$ cat src/rtl/four_in_and_bist_pkg.sv
// Shared definitions for the four-input gate BIST block.
// Holds the controller state encoding, the number of stimulus patterns and
// the default truth tables for the gate under test.
// The truth tables are indexed by {a,b,c,d}, with a as the MSB:
//   e = a & b & c & d, f = ~(a & b & c & d), g = a & b.
package four_in_and_bist_pkg;

  typedef enum logic [1:0] {
    ST_IDLE = 2'd0,
    ST_RUN  = 2'd1,
    ST_DONE = 2'd2
  } state_t;

  localparam int PATTERN_COUNT = 16;

  localparam logic [15:0] DEF_EXP_E = 16'h8000;
  localparam logic [15:0] DEF_EXP_F = 16'h7FFF;
  localparam logic [15:0] DEF_EXP_G = 16'hF000;

endpackage

$ cat src/rtl/four_in_and_bist_pattern_gen.sv
// Stimulus pattern generator for the four-input gate BIST.
// Keeps a 4-bit pattern index and a hold counter. Each pattern is held for
// HOLD cycles. The index stops at the last pattern; only 'clear' returns it
// to zero.
// Ports:
//   clk, rst       clock and synchronous active-high reset
//   clear          restart at pattern 0, hold count 0 (start of a run)
//   advance        step the hold counter this cycle (controller is running)
//   pattern_idx    current {a,b,c,d} pattern
//   last_hold      hold counter is in the final cycle of the current pattern
//   last_pattern   current pattern is the final one (index 15)
module four_in_and_bist_pattern_gen
  import four_in_and_bist_pkg::*;
#(
  parameter int HOLD = 4
) (
  input  logic       clk,
  input  logic       rst,
  input  logic       clear,
  input  logic       advance,
  output logic [3:0] pattern_idx,
  output logic       last_hold,
  output logic       last_pattern
);

  logic [7:0] hold_q, hold_d;
  logic [3:0] idx_q, idx_d;

  assign pattern_idx  = idx_q;
  assign last_hold    = (hold_q == 8'(HOLD - 1));
  assign last_pattern = (idx_q == 4'(PATTERN_COUNT - 1));

  // The index advances only when a pattern's hold window finishes. After the
  // last pattern it stays put, so a,b,c,d cannot wrap back to 0000 within a run.
  always_comb begin
    hold_d = hold_q;
    idx_d  = idx_q;
    if (clear) begin
      hold_d = 8'd0;
      idx_d  = 4'd0;
    end else if (advance) begin
      if (last_hold) begin
        hold_d = 8'd0;
        if (!last_pattern) begin
          idx_d = idx_q + 4'd1;
        end
      end else begin
        hold_d = hold_q + 8'd1;
      end
    end
  end

  always_ff @(posedge clk) begin
    if (rst) begin
      hold_q <= 8'd0;
      idx_q  <= 4'd0;
    end else begin
      hold_q <= hold_d;
      idx_q  <= idx_d;
    end
  end

endmodule

$ cat src/rtl/four_in_and_bist.sv
// Built-in self test for a four-input gate block.
// Applies all 16 {a,b,c,d} patterns, holding each one for HOLD cycles. In the
// last hold cycle of each pattern it compares the responses e,f,g with the
// expected truth tables. It then reports a pass/fail summary.
// Ports:
//   clk, rst           clock and synchronous active-high reset
//   start              level; launches a run when the controller is idle
//   a, b, c, d         stimulus to the gate under test (d changes fastest)
//   e, f, g            responses from the gate under test
//   busy               run in progress
//   done               one-cycle pulse at the end of a run
//   pass               no pattern failed; held until the next run starts
//   err_count          number of failing patterns, saturating at 16
//   fail_idx           index of the first failing pattern (when fail_valid)
//   fail_valid         at least one pattern has failed in this run
module four_in_and_bist
  import four_in_and_bist_pkg::*;
#(
  parameter int          HOLD  = 4,
  parameter logic [15:0] EXP_E = DEF_EXP_E,
  parameter logic [15:0] EXP_F = DEF_EXP_F,
  parameter logic [15:0] EXP_G = DEF_EXP_G
) (
  input  logic       clk,
  input  logic       rst,
  input  logic       start,
  output logic       a,
  output logic       b,
  output logic       c,
  output logic       d,
  input  logic       e,
  input  logic       f,
  input  logic       g,
  output logic       busy,
  output logic       done,
  output logic       pass,
  output logic [4:0] err_count,
  output logic [3:0] fail_idx,
  output logic       fail_valid
);

  state_t     state_q, state_d;
  logic [4:0] err_count_q, err_count_d;
  logic [3:0] fail_idx_q, fail_idx_d;
  logic       fail_valid_q, fail_valid_d;
  logic       pass_q, pass_d;

  logic [3:0] pattern_idx;
  logic       last_hold;
  logic       last_pattern;
  logic       launch;
  logic       in_run;
  logic       compare_now;
  logic       mismatch;

  assign launch      = (state_q == ST_IDLE) && start;
  assign in_run      = (state_q == ST_RUN);
  assign compare_now = in_run && last_hold;
  // A pattern counts as one failure however many of e,f,g are wrong.
  assign mismatch    = (e != EXP_E[pattern_idx]) ||
                       (f != EXP_F[pattern_idx]) ||
                       (g != EXP_G[pattern_idx]);

  assign err_count  = err_count_q;
  assign fail_idx   = fail_idx_q;
  assign fail_valid = fail_valid_q;
  assign pass       = pass_q;

  four_in_and_bist_pattern_gen #(
    .HOLD(HOLD)
  ) u_pattern_gen (
    .clk         (clk),
    .rst         (rst),
    .clear       (launch),
    .advance     (in_run),
    .pattern_idx (pattern_idx),
    .last_hold   (last_hold),
    .last_pattern(last_pattern)
  );

  // Controller: IDLE -> RUN on start, RUN -> DONE after the last compare,
  // then DONE -> IDLE unconditionally. The outputs come only from the
  // registered state and index, so start has no combinational path to a..d.
  always_comb begin
    state_d      = state_q;
    busy         = 1'b0;
    done         = 1'b0;
    {a, b, c, d} = 4'b0000;
    case (state_q)
      ST_IDLE: begin
        if (start) begin
          state_d = ST_RUN;
        end
      end
      ST_RUN: begin
        busy         = 1'b1;
        {a, b, c, d} = pattern_idx;
        if (compare_now && last_pattern) begin
          state_d = ST_DONE;
        end
      end
      ST_DONE: begin
        done    = 1'b1;
        state_d = ST_IDLE;
      end
      default: state_d = ST_IDLE;
    endcase
  end

  // Scoring: clear everything at launch, then update once per pattern. pass is
  // set from the final error count, so it is ready while done is high.
  always_comb begin
    err_count_d  = err_count_q;
    fail_idx_d   = fail_idx_q;
    fail_valid_d = fail_valid_q;
    pass_d       = pass_q;
    if (launch) begin
      err_count_d  = 5'd0;
      fail_idx_d   = 4'd0;
      fail_valid_d = 1'b0;
      pass_d       = 1'b0;
    end else if (compare_now) begin
      if (mismatch) begin
        if (err_count_q != 5'(PATTERN_COUNT)) begin
          err_count_d = err_count_q + 5'd1;
        end
        if (!fail_valid_q) begin
          fail_idx_d   = pattern_idx;
          fail_valid_d = 1'b1;
        end
      end
      if (last_pattern) begin
        pass_d = (err_count_d == 5'd0);
      end
    end
  end

  always_ff @(posedge clk) begin
    if (rst) begin
      state_q      <= ST_IDLE;
      err_count_q  <= 5'd0;
      fail_idx_q   <= 4'd0;
      fail_valid_q <= 1'b0;
      pass_q       <= 1'b0;
    end else begin
      state_q      <= state_d;
      err_count_q  <= err_count_d;
      fail_idx_q   <= fail_idx_d;
      fail_valid_q <= fail_valid_d;
      pass_q       <= pass_d;
    end
  end

endmodule

$ cat config.mk
export PLATFORM = sky130hd
export DESIGN_NAME = four_in_and_bist
export DESIGN_NICKNAME = d
export VERILOG_FILES = /design/src/rtl/four_in_and_bist_pkg.sv /design/src/rtl/four_in_and_bist_pattern_gen.sv /design/src/rtl/four_in_and_bist.sv
export SDC_FILE = /design/constraint.sdc
export NUM_CORES = 1
export LEC_CHECK = 0
export CORE_ASPECT_RATIO = 1.1
export CORE_MARGIN = 2
export CORE_UTILIZATION = 43
export DETAILED_ROUTE_END_ITERATION = 10
export PLACE_DENSITY = 0.7
export SYNTH_ARGS = -nofsm -noshare
export SYNTH_HDL_FRONTEND = slang
export SYNTH_HIERARCHICAL = 1
export SYNTH_SLANG_ARGS = --single-unit
$ cat constraint.sdc
create_clock -name clk -period 4.95 [get_ports clk]
set_clock_uncertainty 0.1 [all_clocks]
set_input_delay 0.7425 -clock clk [delete_from_list [all_inputs] [get_ports clk]]
set_output_delay 0.7425 -clock clk [all_outputs]
set_load 0.1 [all_outputs]
==> summary.json <==
{
  "synth-xor-area-share": {"value": 0.0827},
  "floorplan.die.width": {"value": 58.2, "unit": "µm"},
  "dr_wl_met3": {"value": 88, "unit": "µm"},
  "yosys_register_bits": {"value": 25},
  "synth_mux_area_frac": {"value": 0.0746},
  "viasPerCell": {"value": 5.53},
  "layout_common_cells": {"value": "sky130_fd_sc_hd__dfxtp_1 (25), sky130_fd_sc_hd__nor2_1 (22), sky130_fd_sc_hd__clkdlybuf4s50_1 (22)"},
  "postCtsResizedCells": {"value": 0},
  "clock_insertion_delay_worst_skew": {"value": 320, "unit": "ps"},
  "unrepaired_setup_endpoints_after_global_routing": {"value": "false"},
  "syn-mean-instance-area": {"value": 9.21, "unit": "µm²"},
  "nets_finish": {"value": 186},
  "core_region_area": {"value": 3070, "unit": "µm²"},
  "number_of_distinct_library_cells_after_synthesis": {"value": 44},
  "path_max_fanout": {"value": 18},
  "routedWlPerCell": {"value": 13.4, "unit": "µm"},
  "fmax": {"value": 314, "unit": "MHz"},
  "synth_compound_area_frac": {"value": 0.138},
  "main_combinational_cell_family_by_area_after_synthesis": {"value": "simple AND/OR/NAND/NOR gates"},
  "end_kind": {"value": "output pin"},
  "dr.max_layer_used": {"value": "met4"},
  "drt-met1-wl": {"value": 1380, "unit": "µm"},
  "post_cts_buffers": {"value": 0},
  "tightestPinTransition": {"value": 977, "unit": "ps"},
  "die-area": {"value": 3710, "unit": "µm²"},
  "synth_nets": {"value": 161},
  "clock_share_of_power": {"value": 0.276},
  "first_global_vias": {"value": 1097},
  "layout_cells_excl_fill": {"value": 209},
  "port_buffers": {"value": 22},
  "grt_start_max_net_pins": {"value": 19},
  "cts.sinks": {"value": 25},
  "timing.max_cap.violations": {"value": 0},
  "netlist_instances": {"value": 151},
  "global_route_wire_length_before_repair": {"value": 4820, "unit": "µm"},
  "finalSetupViolCount": {"value": 0},
  "drtPass1Iterations": {"value": 4},
  "cts.clk_slew.worst_paths": {"value": 140, "unit": "ps"},
  "ctsHoldBuffers": {"value": 0},
  "leakagePower": {"value": 0.550, "unit": "nW"},
  "row_count": {"value": 21},
  "start_util": {"value": 0.453},
  "fp.dieH": {"value": 63.7, "unit": "µm"},
  "clk_path_buf_depth": {"value": 2},
  "dp_hpwl": {"value": 2100, "unit": "µm"},
  "detail_route.wirelength": {"value": 2800, "unit": "µm"},
  "worstSetupPathType": {"value": "reg2out"},
  "final_common_cell": {"value": "sky130_fd_sc_hd__dfxtp_1"},
  "peakVddDrop": {"value": 0.161, "unit": "mV"},
  "seq_power_share": {"value": 0.616},
  "async_reset_ff_frac": {"value": 0},
  "startpoint_type": {"value": "flip-flop"},
  "residual_antenna_violating_net_count_after_detailed_routing": {"value": 0},
  "ys_seq_area_frac": {"value": 0.360},
  "outcome": {"value": "complete, no violations"},
  "timing.hold.worst.class": {"value": "reg2reg"},
  "crit_required": {"value": 4110, "unit": "ps"},
  "internal-power": {"value": 0.247, "unit": "mW"},
  "placed_cells_incl_taps": {"value": 205},
  "cts.htree.levels": {"value": 1},
  "yosys.area_share.simple": {"value": 0.286},
  "insertedDiodeCount": {"value": 0},
  "wl_met2": {"value": 1310, "unit": "µm"},
  "r2r_start": {"value": "u_pattern_gen/hold_q[0]$_SDFFE_PP0P_"},
  "ys.warnings.count": {"value": 6},
  "route.detailed.drc": {"value": 0},
  "synth_top_flop_cell": {"value": "sky130_fd_sc_hd__dfxtp_1"},
  "final.period_utilization": {"value": 0.643},
  "cts_tree": {"value": "built"},
  "cp.arrival": {"value": 2340, "unit": "ps"},
  "timing.setup.tns": {"value": 0, "unit": "ps"},
  "cp-startpoint": {"value": "state_q[0]$_SDFFE_PP0P_"},
  "area_delta_synth_final": {"value": 20.1, "unit": "%"},
  "netSwitchingFraction": {"value": 0.253},
  "ff2ff_setup_slack": {"value": 2080, "unit": "ps"},
  "drt-initial-drc-count": {"value": 63},
  "synth-edff-count": {"value": 0},
  "cts_buffers": {"value": 3},
  "switching_power": {"value": 0.0837, "unit": "mW"},
  "syn_area": {"value": 1390, "unit": "µm²"},
  "min_period": {"value": 3180, "unit": "ps"},
  "grt.overflow.total": {"value": 0},
  "gp_congestion": {"value": 0.854},
  "final_layout_size_suffix_gt1_frac": {"value": 0.0971},
  "ctsRootBufferMaster": {"value": "sky130_fd_sc_hd__clkbuf_4"},
  "track_usage": {"value": 0.162},
  "slew-limit-headroom": {"value": 0.347},
  "power.density": {"value": 198, "unit": "nW/µm²"},
  "hold_viol_final": {"value": 0},
  "report.final.slew_viol_count": {"value": 0},
  "power.share.combinational": {"value": 0.107},
  "min-delay-start": {"value": "pass$_SDFFE_PP0P_"},
  "io_pins": {"value": 23},
  "route.vias.total": {"value": 1156},
  "antenna_found_initial": {"value": 0},
  "synth-adder-area-share": {"value": 0.0360}
}
## sequential cells by signal, indices dropped and copies added, names as in the netlist
signal,cells
u_pattern_gen/pattern_idx,4
fail_idx,4
u_pattern_gen/hold_q,8
fail_valid,1
state_q,2
err_count,5
pass,1
## routing by layer
metal  track usage  vias to the layer above
met1         0.225                      544
met4        0.0523                        0
met3        0.0205                        2
met5             0                        -
met2         0.259                       24
li1              -                      586
## final cells by class
type	count	area, µm²
inverter	4	15.0
tap	34	42.5
sequential	25	500
fill	278	1400
timing repair buffer	23	228
multi-input combinational	119	860
clock buffer	4	26.3
## critical path, cell delays in order, from the launching register on
cell,delay [ps]
sky130_fd_sc_hd__dfxtp_1,370
sky130_fd_sc_hd__nor2b_1,140
sky130_fd_sc_hd__buf_4,230
sky130_fd_sc_hd__and2_1,160
sky130_fd_sc_hd__clkdlybuf4s50_1,1130
## power groups by stage
stage,combinational (mW),sequential (mW),clock (mW)
final,0.0355,0.204,0.0915
after global routing,0.0385,0.204,0.102
after CTS,0.0356,0.204,0.0950
after detailed placement,0.0353,0.208,0
after global placement,0.0344,0.208,0
after floorplan,0.0252,0.208,0
## cell families after synthesis
logic type | after synthesis
compound gates | 26
simple gates | 69
fa+ha+maj | 4
flops | 25
mux | 9
buf+inv | 7
xor+xnor | 11
## metrics by stage
stage               power [mW]  hold WS [ps]  setup WS, ps  utilization  cell area (µm²)
CTS                      0.335           384          1730        0.544             1670
global placement         0.243           359          2170        0.535             1650
global route             0.345           412          1660        0.544             1670
floorplan                0.233           410          2340            -             1390
detailed placement       0.244           365          2100        0.535             1650
finish                   0.331           378          1770        0.544             1670
## final timing paths
check	end	cells after the start
worst max-delay path	d	4
worst min register to register	pass$_SDFFE_PP0P_	2
worst max register to register	fail_idx[2]$_SDFFE_PP0P_	7
worst min-delay path	pass$_SDFFE_PP0P_	2
## cell usage after synthesis, types with 2 or more instances
cell type                   n  area [µm²]
sky130_fd_sc_hd__or2_2      2        12.5
sky130_fd_sc_hd__or3_1      3        18.8
sky130_fd_sc_hd__mux2i_1    7        70.1
sky130_fd_sc_hd__dfxtp_1   25         500
sky130_fd_sc_hd__nand3_1    7        35.0
sky130_fd_sc_hd__nor4b_4    2        47.6
sky130_fd_sc_hd__inv_1      4        15.0
sky130_fd_sc_hd__a211oi_1   5        37.5
sky130_fd_sc_hd__nor2_1    22        82.6
sky130_fd_sc_hd__a21oi_1    7        35.0
sky130_fd_sc_hd__nand2b_1   2        12.5
sky130_fd_sc_hd__ha_1       4        50.1
sky130_fd_sc_hd__xnor2_1    6        52.6
sky130_fd_sc_hd__nor2b_1    2        12.5
sky130_fd_sc_hd__xor2_1     4        35.0
sky130_fd_sc_hd__and2_1     4        25.0
sky130_fd_sc_hd__o21ai_0    4        20.0
sky130_fd_sc_hd__nand2_1   10        37.5
sky130_fd_sc_hd__a311oi_1   2        17.5
sky130_fd_sc_hd__nand4_1    4        25.0
sky130_fd_sc_hd__nor3_1     2        10.0
No activity file was read; power rests on OpenSTA's default activity.
==> patch, RTL diff (same flow settings) <==
Make the reset (`rst`) asynchronous in 2 clocked blocks. Comments in the files are not updated.
--- a/src/rtl/four_in_and_bist_pattern_gen.sv
+++ b/src/rtl/four_in_and_bist_pattern_gen.sv
@@ -52,3 +52,3 @@
 
-  always_ff @(posedge clk) begin
+  always_ff @(posedge clk or posedge rst) begin
     if (rst) begin
--- a/src/rtl/four_in_and_bist.sv
+++ b/src/rtl/four_in_and_bist.sv
@@ -137,3 +137,3 @@
 
-  always_ff @(posedge clk) begin
+  always_ff @(posedge clk or posedge rst) begin
     if (rst) begin
Behaviour: differs if rst is asserted again (counterexample within 4 cycles, from zero or initial values and one cycle with rst high); with rst held inactive, the same outputs for 10 cycles.
==> patch against the unedited design <==
Final area increased by 16%. Setup slack got worse by 0.037 ns. Critical path type unchanged. Count of clock-buffer cells in the layout decreased by 1. Area after synthesis increased by 18%. Via count increased by 19%. Sequential cell count unchanged. Routed wire length increased by 28%. Synthesized cell count increased by 11%. Fmax decreased by 1.1%.
Power is not shown: default switching activity piles up to over one toggle a cycle in this logic, so the estimate is an artifact.
==> patch: results (changes against the unedited design) <==
Global route
  – Initial antenna violation count: 0 (unchanged)
  – GR Layer Usage met1: 0.224 (-0.00173)
  – Largest net degree at the start of global routing: 21 (+2)
  – Number of global-route vias before repair: 1344 (+23%)
  – GR Util met3: 0.0308 (+0.0103)
  – First-pass GRT wire length: 6.18 mm (+28%)
  – Global Route met2 Usage: 0.327 (+0.0686)
  – Tot GR Track Use: 0.180 (+0.0175)

Worst setup path
  – Cell count of the worst reg-to-reg path: 6 (-1)
  – Crit path DAT: 2.38 ns (+0.04 ns)
  – Flop2flop setup slack: 2.17 ns (+0.09 ns)
  – CP max FO: 20 (+2)

Yosys
  – Top_reg_cell synth: dfrtp_1
  – Area contributors post-synth: dfrtp_1 (38%), a2111oi_4 (3.4%), ha_1 (3.1%), mux2i_1 (3.1%), nor2_1 (3.0%)
  – Commonest cells post-synth: dfrtp_1 (25), nor2_1 (13), inv_1 (12), nand2_1 (12), nand3_1 (8)
  – Syn nets: 178 (+11%)
  – Cell variety after synth: 56 (+27%)
  – Sequential share of the synthesized area: 0.382 (+0.0220)
  – Syn Area/Cell: 9.76 µm² (+5.9%)
  – Yosys warns: 6 (unchanged)
  – Fraction of registers with async set or reset after synthesis: 1.00 (+1.00)

Final layout
  – Share of cells above drive strength 1: 0.128 (+0.0305)
  – Max FFs per register: 8 (unchanged)
  – Biggest register: u_pattern_gen/hold_q
  – Nets@finish: 199 (+7.0%)

Outcome
  – Outcome: complete, no violations

Placement
  – Final GP Congestion: 0.839 (-1.8%)
  – Placed Instances: 234 (+14%)
  – HPWL after DPL: 2.66 mm (+27%)

Routing
  – Vias: 1379 (+19%)
  – Vias per std cell: 5.79 (+4.8%)
  – WL/cell: 15.0 µm (+12%)
  – Detailed Route Iter0 Violations: 109 (+73%)

STA
  – Final worst-path cycle share: 0.651 (+0.00740)
  – Relative slew slack: 0.351 (+0.00429)

Clock network
  – CTS Root Cell: clkbuf_8
  – Post-CTS Hold Fix Bufs: 0 (unchanged)
  – Clock-pin slew on the worst setup and hold paths: 0.09 ns (-0.05 ns)
  – Worst-Skew Late Latency: 0.27 ns (-0.05 ns)
## patch: metal layers
metal  part of all wire  vias up
li1                   -      659
met4             0.0090        0
met1               0.42      688
met2               0.54       28
met3              0.027        4
met5                  0        -
## patch: per-stage QoR
step / hold slack [ns] / area [µm²] / setup slack, ns / util
after floorplan: 0.470 / 1640 / 2.31 / -
after global placement: 0.415 / 1890 / 2.03 / 0.517
after detailed placement: 0.422 / 1890 / 1.90 / 0.517
after CTS: 0.446 / 1940 / 1.70 / 0.530
after global routing: 0.468 / 1940 / 1.63 / 0.530
final: 0.444 / 1940 / 1.73 / 0.530
## patch: worst max-delay path, stage by stage, from the launching register on
cell and delay [ns]:
dfrtp_1 0.39, nor2b_1 0.17, buf_4 0.25, and2_2 0.17
clkdlybuf4s50_1 1.13
## patch: cells by family (layout without fill, tap and decap cells)
group                    count (synthesis)  count (layout)  share of synthesized area
AO/OA/AOI/OAI                           43              43                      0.225
multiplexers                             7               7                     0.0466
adder cells (fa/ha/maj)                  4               4                     0.0305
buffers and inverters                   19              39                     0.0511
XOR/XNOR                                 4               4                     0.0214
AND/OR/NAND/NOR                         66              66                      0.244
flip-flops                              25              25                      0.382
## patch: worst paths after layout
kind / from / endpoint
max reg2reg: u_pattern_gen/hold_q[4] / fail_idx[3]
max: state_q[0] / a
max in group asynchronous: rst / err_count[0]
min: fail_idx[2] / fail_idx[2]
min reg2reg: fail_idx[2] / fail_idx[2]
min in group asynchronous: rst / u_pattern_gen/hold_q[2]
## patch: area by class of cell
cell class,count,area (µm²)
multi-input combinational,124,930
sequential,25,626
timing repair buffer,23,228
clock inverter,1,5.00
clock buffer,3,41.3
inverter,12,45.0
tap,50,62.6
fill,344,1720
